### config.mk
export PLATFORM = sky130hd
export DESIGN_NAME = controlador_quantum
export DESIGN_NICKNAME = d
export VERILOG_FILES = /design/src/rtl/controlador_quantum.sv
export SDC_FILE = /design/constraint.sdc
export NUM_CORES = 1
export LEC_CHECK = 0
export BUFFER_PORTS_ARGS = -buffer_cell sky130_fd_sc_hd__buf_2
export CAP_MARGIN = 20
export CORE_ASPECT_RATIO = 1.2
export CORE_MARGIN = 5
export CORE_UTILIZATION = 45
export CTS_CLUSTER_DIAMETER = 30
export DETAILED_ROUTE_END_ITERATION = 12
export PLACE_DENSITY = 0.72
export SLEW_MARGIN = 25
export SYNTH_ARGS = -nofsm -noshare
export SYNTH_HDL_FRONTEND = slang
export SYNTH_SLANG_ARGS = --single-unit
### constraint.sdc
create_clock -name clock -period 2.22 [get_ports clock]
set_input_delay 0.222 -clock clock [delete_from_list [all_inputs] [get_ports clock]]
set_output_delay 0.222 -clock clock [all_outputs]
set_load 0.02 [all_outputs]
### src/rtl/controlador_quantum.sv
// Preemption and context-save stage ahead of the PC-update logic: counts the quantum of the
// running process, saves its PC on quantum expiry / IO / process end, and offers the next process.
module controlador_quantum #(
    parameter int unsigned QUANTUM  = 16,
    parameter int unsigned NUM_PROC = 8,
    parameter int unsigned PROC_W   = 3,
    parameter int unsigned QW       = 5
) (
    input  logic              clock,
    input  logic              reset,
    input  logic              habilita,
    input  logic [31:0]       pc,
    input  logic [PROC_W-1:0] processo_atual,
    input  logic              inicia_processo,
    input  logic              instrucao_io,
    input  logic              fim_processo,
    input  logic              cria_processo,
    input  logic [PROC_W-1:0] cria_id,
    output logic              troca_contexto,
    output logic              desvio_io,
    output logic [31:0]       pc_processo_trocado,
    output logic [31:0]       pc_salvo_proximo,
    output logic [PROC_W-1:0] proximo_processo,
    output logic              ha_pronto,
    output logic [QW-1:0]     contagem
);

    localparam int unsigned IdW = PROC_W + 1;
    localparam logic [IdW-1:0] NumProcId = IdW'(NUM_PROC);
    localparam logic [QW-1:0] UltimaContagem = QW'(QUANTUM - 1);

    typedef enum logic [2:0] {
        StOcioso,
        StExecutando,
        StTroca,
        StIo,
        StEspera
    } estado_e;

    estado_e             estado_q, estado_d;
    logic [QW-1:0]       contagem_q, contagem_d;
    logic [31:0]         pc_trocado_q, pc_trocado_d;
    logic [NUM_PROC-1:0] pronto_q, pronto_d;
    logic [31:0]         tabela_q [NUM_PROC];
    logic [31:0]         tabela_d [NUM_PROC];

    logic [31:0]       pc_mais_um;
    logic              atual_valido;
    logic              cria_valido;
    logic [PROC_W-1:0] proximo;
    logic              achou;

    assign pc_mais_um   = pc + 32'd1;
    assign atual_valido = {1'b0, processo_atual} < NumProcId;
    assign cria_valido  = {1'b0, cria_id} < NumProcId;

    always_comb begin
        estado_d     = estado_q;
        contagem_d   = contagem_q;
        pc_trocado_d = pc_trocado_q;
        pronto_d     = pronto_q;
        tabela_d     = tabela_q;

        unique case (estado_q)
            StOcioso, StEspera: begin
                if (inicia_processo) begin
                    estado_d   = StExecutando;
                    contagem_d = '0;
                end
            end
            StExecutando: begin
                if (habilita && fim_processo) begin
                    if (atual_valido) begin
                        pronto_d[processo_atual] = 1'b0;
                        tabela_d[processo_atual] = '0;
                    end
                    pc_trocado_d = pc;
                    contagem_d   = '0;
                    estado_d     = StTroca;
                end else if (habilita && instrucao_io) begin
                    if (atual_valido) begin
                        tabela_d[processo_atual] = pc_mais_um;
                    end
                    pc_trocado_d = pc_mais_um;
                    contagem_d   = '0;
                    estado_d     = StIo;
                end else if (habilita && (contagem_q == UltimaContagem)) begin
                    if (atual_valido) begin
                        tabela_d[processo_atual] = pc_mais_um;
                    end
                    pc_trocado_d = pc_mais_um;
                    contagem_d   = '0;
                    estado_d     = StTroca;
                end else if (inicia_processo) begin
                    contagem_d = '0;
                end else if (habilita) begin
                    contagem_d = contagem_q + QW'(1);
                end
            end
            StTroca, StIo: begin
                contagem_d = '0;
                estado_d   = StEspera;
            end
            default: begin
                contagem_d = '0;
                estado_d   = StOcioso;
            end
        endcase

        // Creation is applied last so it overrides a same-cycle process end on the same id.
        if (cria_processo && cria_valido) begin
            pronto_d[cria_id] = 1'b1;
            tabela_d[cria_id] = '0;
        end
    end

    always_ff @(posedge clock) begin
        if (reset) begin
            estado_q     <= StOcioso;
            contagem_q   <= '0;
            pc_trocado_q <= '0;
            pronto_q     <= '0;
            for (int unsigned i = 0; i < NUM_PROC; i++) begin
                tabela_q[i] <= '0;
            end
        end else begin
            estado_q     <= estado_d;
            contagem_q   <= contagem_d;
            pc_trocado_q <= pc_trocado_d;
            pronto_q     <= pronto_d;
            tabela_q     <= tabela_d;
        end
    end

    // First pass looks above the current id; the second wraps around from 0 and may hit it.
    always_comb begin
        proximo = '0;
        achou   = 1'b0;
        for (int unsigned i = 0; i < NUM_PROC; i++) begin
            if (!achou && pronto_q[i] && (PROC_W'(i) > processo_atual)) begin
                proximo = PROC_W'(i);
                achou   = 1'b1;
            end
        end
        for (int unsigned i = 0; i < NUM_PROC; i++) begin
            if (!achou && pronto_q[i]) begin
                proximo = PROC_W'(i);
                achou   = 1'b1;
            end
        end
    end

    assign troca_contexto      = (estado_q == StTroca);
    assign desvio_io           = (estado_q == StIo);
    assign pc_processo_trocado = pc_trocado_q;
    assign contagem            = contagem_q;
    assign ha_pronto           = |pronto_q;
    assign proximo_processo    = proximo;
    assign pc_salvo_proximo    = tabela_q[proximo];

endmodule

# Word-level counts from Yosys, hierarchy flattened
# Cells that the tools add are included.
# op_classes
bitwise_logic	10
reduce_logical	53
order_cmp	17
n_addsub	2
mux	65
n_eq_ne	8
# ops
cell	n
two-way mux 256 bit	5
bitwise AND 256 bit	2
NOT 256 bit	2
bitwise mux 256 bit	1
two-way mux 32 bit	7
demux 32 bit (select 3 bit)	2
binary-select mux 32 bit (select 3 bit)	1
two-way mux 3 bit	18
adder 32 x 1 -> 32 bit (second input constant)	1
logical AND 1 bit	30
two-way mux 5 bit	6
two-way mux 8 bit	3
two-way mux 1 bit	18
zero test 1 bit	15
>= comparator 4 bit (second input constant)	3
greater-than comparator 3 bit (first input constant)	4
NOT 3 -> 4 bit	3
one-hot mux 5 bit (2 select lines)	1
one-hot mux 3 bit (3 select lines)	1
bitwise AND 8 bit	1
less-than comparator 3 x 4 -> 1 bit (second input constant)	2
less-than comparator 4 x 1 -> 1 bit (second input constant)	2
NOT 8 bit	1
OR 8 bit	1
17 further kinds	25
# totals
word_cells	167
ff_bits	304
input_bits	45
output_inout_bits	75

# Longest topological paths before layout
# depth
word_depth	59
ltp_mapped	11
mapped_depth_nobuf	9

# Worst setup path after synthesis
# OpenSTA, ideal clock, no wires.
# synth_timing
kind	reg-to-output
startpoint	register pronto_q[3]
endpoint	output port pc_salvo_proximo[12]
arrival_ns	2.554
slack_ns	-0.556
path_stages_with_launch	11
t_required_ns	1.998
cell_sequence	dfxtp_1 -> nor2_2 -> nor2_1 -> o31a_1 -> o31ai_2 -> nand2b_1 -> buf_2 -> buf_4 -> buf_2 -> a211oi_1 -> nor4_1
# synth_between
elab_chain_cells	47
# synth_lines
element	line_no	rtl
from (decl)	43	logic [NUM_PROC-1:0] pronto_q, pronto_d;
from (signal assigned)	130	pronto_q <= pronto_d;
logical AND 1 bit (2 in series)	140	if (!achou && pronto_q[i] && (PROC_W'(i) > processo_atual)) begin
two-way mux 1 bit	140	
zero test 1 bit	140	
logical AND 1 bit (2 in series)	140	
two-way mux 1 bit	140	
zero test 1 bit	140	
logical AND 1 bit (2 in series)	140	
two-way mux 1 bit	140	
(+27 left out)	n/a	
logical AND 1 bit	146	if (!achou && pronto_q[i]) begin
two-way mux 1 bit	146	
zero test 1 bit	146	
logical AND 1 bit	146	
two-way mux 3 bit (*)	146	
NOT 3 -> 4 bit (not written as such) (*)	159	assign pc_salvo_proximo = tabela_q[proximo];
binary-select mux 32 bit (select 3 bit) (*)	159	
two-way mux 32 bit (not written as such) (*) (2 in series)	159	
to (decl)	22	output logic [31:0] pc_salvo_proximo,
# Mark *: on every way between the ends. The rest lies on a longest branch, timed or not. The select of a mux whose other input is x is not followed.

# Worst setup path after layout
# layout_timing
startpoint	register pronto_q[3]
endpoint	output port pc_salvo_proximo[22]
# The elaborated chain is that of the path after synthesis.

==> results by group <==
Critical path
  – Required @ worst endpoint: 2.00 ns
  – Cell family with most CP delay: compound AO/OA/AOI/OAI gates
  – Critical Path Start Type: flop
  – Worst path bufs/invs: 4
  – Most Frequent Cell on Critical Path: buf_4
  – Critical path peak fanout: 24
  – Critical path, cell by cell: nor3b_4, a2111oi_4, o211ai_1, o31ai_4, buf_4, buf_12, nor2_1, a211oi_1, buf_4, nor4_4, buf_4
  – CP peak stage delay: 0.37 ns
  – Crit path capture type: primary output
  – Slowest CP cell: dfxtp_4
  – Critical Path AT: 3.03 ns
  – Crit path kind: reg2out

Logic synthesis
  – Yosys top cell area share: 0.4202
  – Number of flops mapped to enable cells by yosys: 0
  – Async SR Flop Fraction: 0
  – Mapped Cells: 1788
  – Mapped cell area: 0.01448 mm^2
  – Cell taking the most area after synthesis: dfxtp_1
  – #FFs+latches synth: 304
  – Ys Warns: 0
  – Post-synth net total: 1836
  – Synth unique cells: between 50 and 60
  – Mean post-synth cell area: 8.101 um^2
  – Synth Flop Type: dfxtp_1
  – Seq/Total Area, Yosys: 0.4202
  – Top cells by area, synth: dfxtp_1 42%, a211oi_1 13%, nor2_1 9.1%

CTS
  – CTS tree: yes
  – CTS H-tree lvls: 3
  – Clock Path Buffers: 3
  – CTS root buf: clkbuf_16
  – TritonCTS Buffers: 67
  – TritonCTS Sinks: roughly 300
  – Reg clk slew, reported paths: 0.05 ns
  – Clk_lat worst skew: 0.56 ns

Pwr
  – PD cells: 925.7 mW/mm^2
  – Combinational power share: 0.209
  – Clock group share of total power: 0.505
  – Leak: approximately 8 nW
  – Sw frac: 0.2853
  – Worst vdd ir: ~0.00063 V
  – Final total power: 19.61 mW
  – Int Pwr: 14.02 mW
  – NetSw: 5.595 mW
  – Seq pwr share: 0.286

Global routing
  – First-pass GRT wire length: approximately 83 mm
  – All-Layer GR Usage: 0.2887
  – Largest net degree at the start of global routing: 55
  – Vias in the first global route: roughly 15000
  – Total gr overflow: 0
  – Initial antenna violation count: 3

STA
  – Final WS setup: -1.029 ns
  – Worst Skew: approximately 0.023 ns
  – Crit share post-route: 1.464
  – Slew Limit Fails: 0
  – FMAX: 307.7 MHz
  – Setup TNS: -31.99 ns
  – Max transition margin: 0.3028
  – Final hold violations: 0
  – Worst-Margin Slew: roughly 1.0 ns
  – Final setup fails: 34
  – RSZ-0062 raised after global routing: yes
  – Tmin final: between 3 and 4 ns

Drt
  – Remaining antenna violation count: 0
  – First-pass DRT Iterations: 7
  – DRC Markers: 0
  – Starting DRT DRC Count: 1946
  – Via count: 15560
  – Routed WL: 55.23 mm
  – WL per Instance: 21.98 um
  – DR vias/cell: between 6 and 7

Finish
  – Most frequent cells in the layout: 336 x nor2_1, 297 x dfxtp_1, 190 x buf_4
  – Most common cell after layout, fill and taps aside: nor2_1
  – Post-synthesis to final-layout area growth: 46.26%
  – Fin cells: between 2000 and 3000
  – Fill count: 2326
  – Final nets: 2100
  – Layout cells sized above 1: 0.3275

Floorplanning
  – CORE AREA: 0.03198 mm^2
  – Die Y: 206.5 um
  – Die area: approximately 0.036 mm^2
  – Initial core utilization: 0.4529
  – Die width: 173.8 um
  – Number of top-level pins: 120
  – Row Count: 72

Outcome
  – Outcome: finished, violations left
  – Failing checks: negative setup slack

Hold path
  – Hold crit path type: in2reg

Placement
  – GP Congestion: between 0.9 and 1
  – DP Wirelength: 34.12 mm
  – Placed insts: 2348
  – IO Port Bufs: 119

Flow run
  – Max-cap viol count: 0
[cells in the mapped netlist (3+ instances only)]
master and count:
and3_1 12, buf_6 3, nand2b_1 80, o21ai_0 42, nor2_1 353, or2_2 3
clkbuf_1 117, buf_2 19, nand2_1 191, and4_1 4, a31oi_1 3, nand3_1 15
dfxtp_1 304, nor3_1 27, a22oi_1 32, a21oi_1 72, and2_1 5, a211oi_1 246
mux2i_1 36, o221a_2 47, xor2_1 36, buf_1 9, and3b_1 4, or3_1 3
nor2b_1 6, nor4_1 33, nand4_1 12, xnor2_1 19, nor3b_1 6, o21ai_1 6
ha_1 3, inv_1 4, nor4_2 4
[power groups by stage]
| stage | Sequential [mW] | Combinational (mW) | Clock, mW |
|---|---|---|---|
| after floorplan | 5.76 | 1.90 | 0 |
| after CTS | 5.61 | 3.89 | 9.91 |
| after detailed placement | 5.71 | 3.19 | 0 |
| after global routing | 5.61 | 4.27 | 10.3 |
| final | 5.61 | 4.10 | 9.90 |
| after global placement | 5.70 | 3.15 | 0 |
[cell families after synthesis]
logic type / count (synthesis) / synth area share
multiplexers: 36 / 0.02488
AND/OR/NAND/NOR: 767 / 0.2392
buffers and inverters: 154 / 0.04362
AO/OA/AOI/OAI: 469 / 0.2363
adder cells (fa/ha/maj): 3 / 0.002592
flip-flops: 304 / 0.4202
XOR/XNOR: 55 / 0.03326
[metal layers]
metal / vias up / GRT usage / part of all wire
li1: 6942 / - / -
met1: 7451 / 0.3149 / 0.36
met2: 874 / 0.5157 / 0.50
met3: 290 / 0.05027 / 0.068
met4: 2 / 0.1946 / 0.075
met5: - / 0 / 0.00020
[final cells by class]
class                   instances  area [um^2]  area share
inverters                       4        15.01   0.0007088
clock buffers                  87         1882     0.08883
diodes                          2        5.005   0.0002363
flip-flops and latches        304         6102      0.2881
clock inverters                34        401.6     0.01896
repair buffers                344         3163      0.1493
multi-input cells            1331         9106      0.4299
well taps                     407        509.2     0.02404
[state kept, by name, summed over array words and instances (netlist names)]
signal,flops
pc_processo_trocado,32
estado_q,3
pronto_q,8
contagem,5
tabela_q,256
[stage by stage]
step,utilization,worst slack [ns],hold WS [ns],cell area [um^2]
floorplan,-,-0.2452,0.3847,15040
global placement,0.5405,-0.5970,0.4390,17290
detailed placement,0.5408,-0.6031,0.4473,17300
CTS,0.6474,-0.9332,0.008426,20700
global route,0.6624,-1.090,0.03691,21180
finish,0.6624,-1.029,0.01214,21180
[tightest hold or removal path, stage by stage]
cell	delay, ns
buf_2	0.12
xnor2_1	0.11
a211oi_1	0.06
[what timing repair did]
action / CTS / global route
hold endpoints to repair: 2 / 0
gates cloned: 9 / 5
endpoints found under the setup margin: 108 / 216
gates resized for setup: 184 / 53
buffers inserted: 20 / 16
pin swaps: 31 / 12
hold buffers: 2 / 0
[path summary, 6_finish.rpt]
path	startpoint	endpoint	slack, ns	cells past startpoint
max	pronto_q[3]$_SDFF_PP0_	pc_salvo_proximo[22]	-1.03	11
min	pc[24]	pc_processo_trocado[24]$_SDFFE_PP0P_	0.01	3
max reg2reg	estado_q[2]$_SDFFE_PP0P_	tabela_q[57]$_SDFF_PP0_	0.08	7
min reg2reg	tabela_q[173]$_SDFF_PP0_	tabela_q[173]$_SDFF_PP0_	0.46	2
Power figures use the tool's default switching activity.
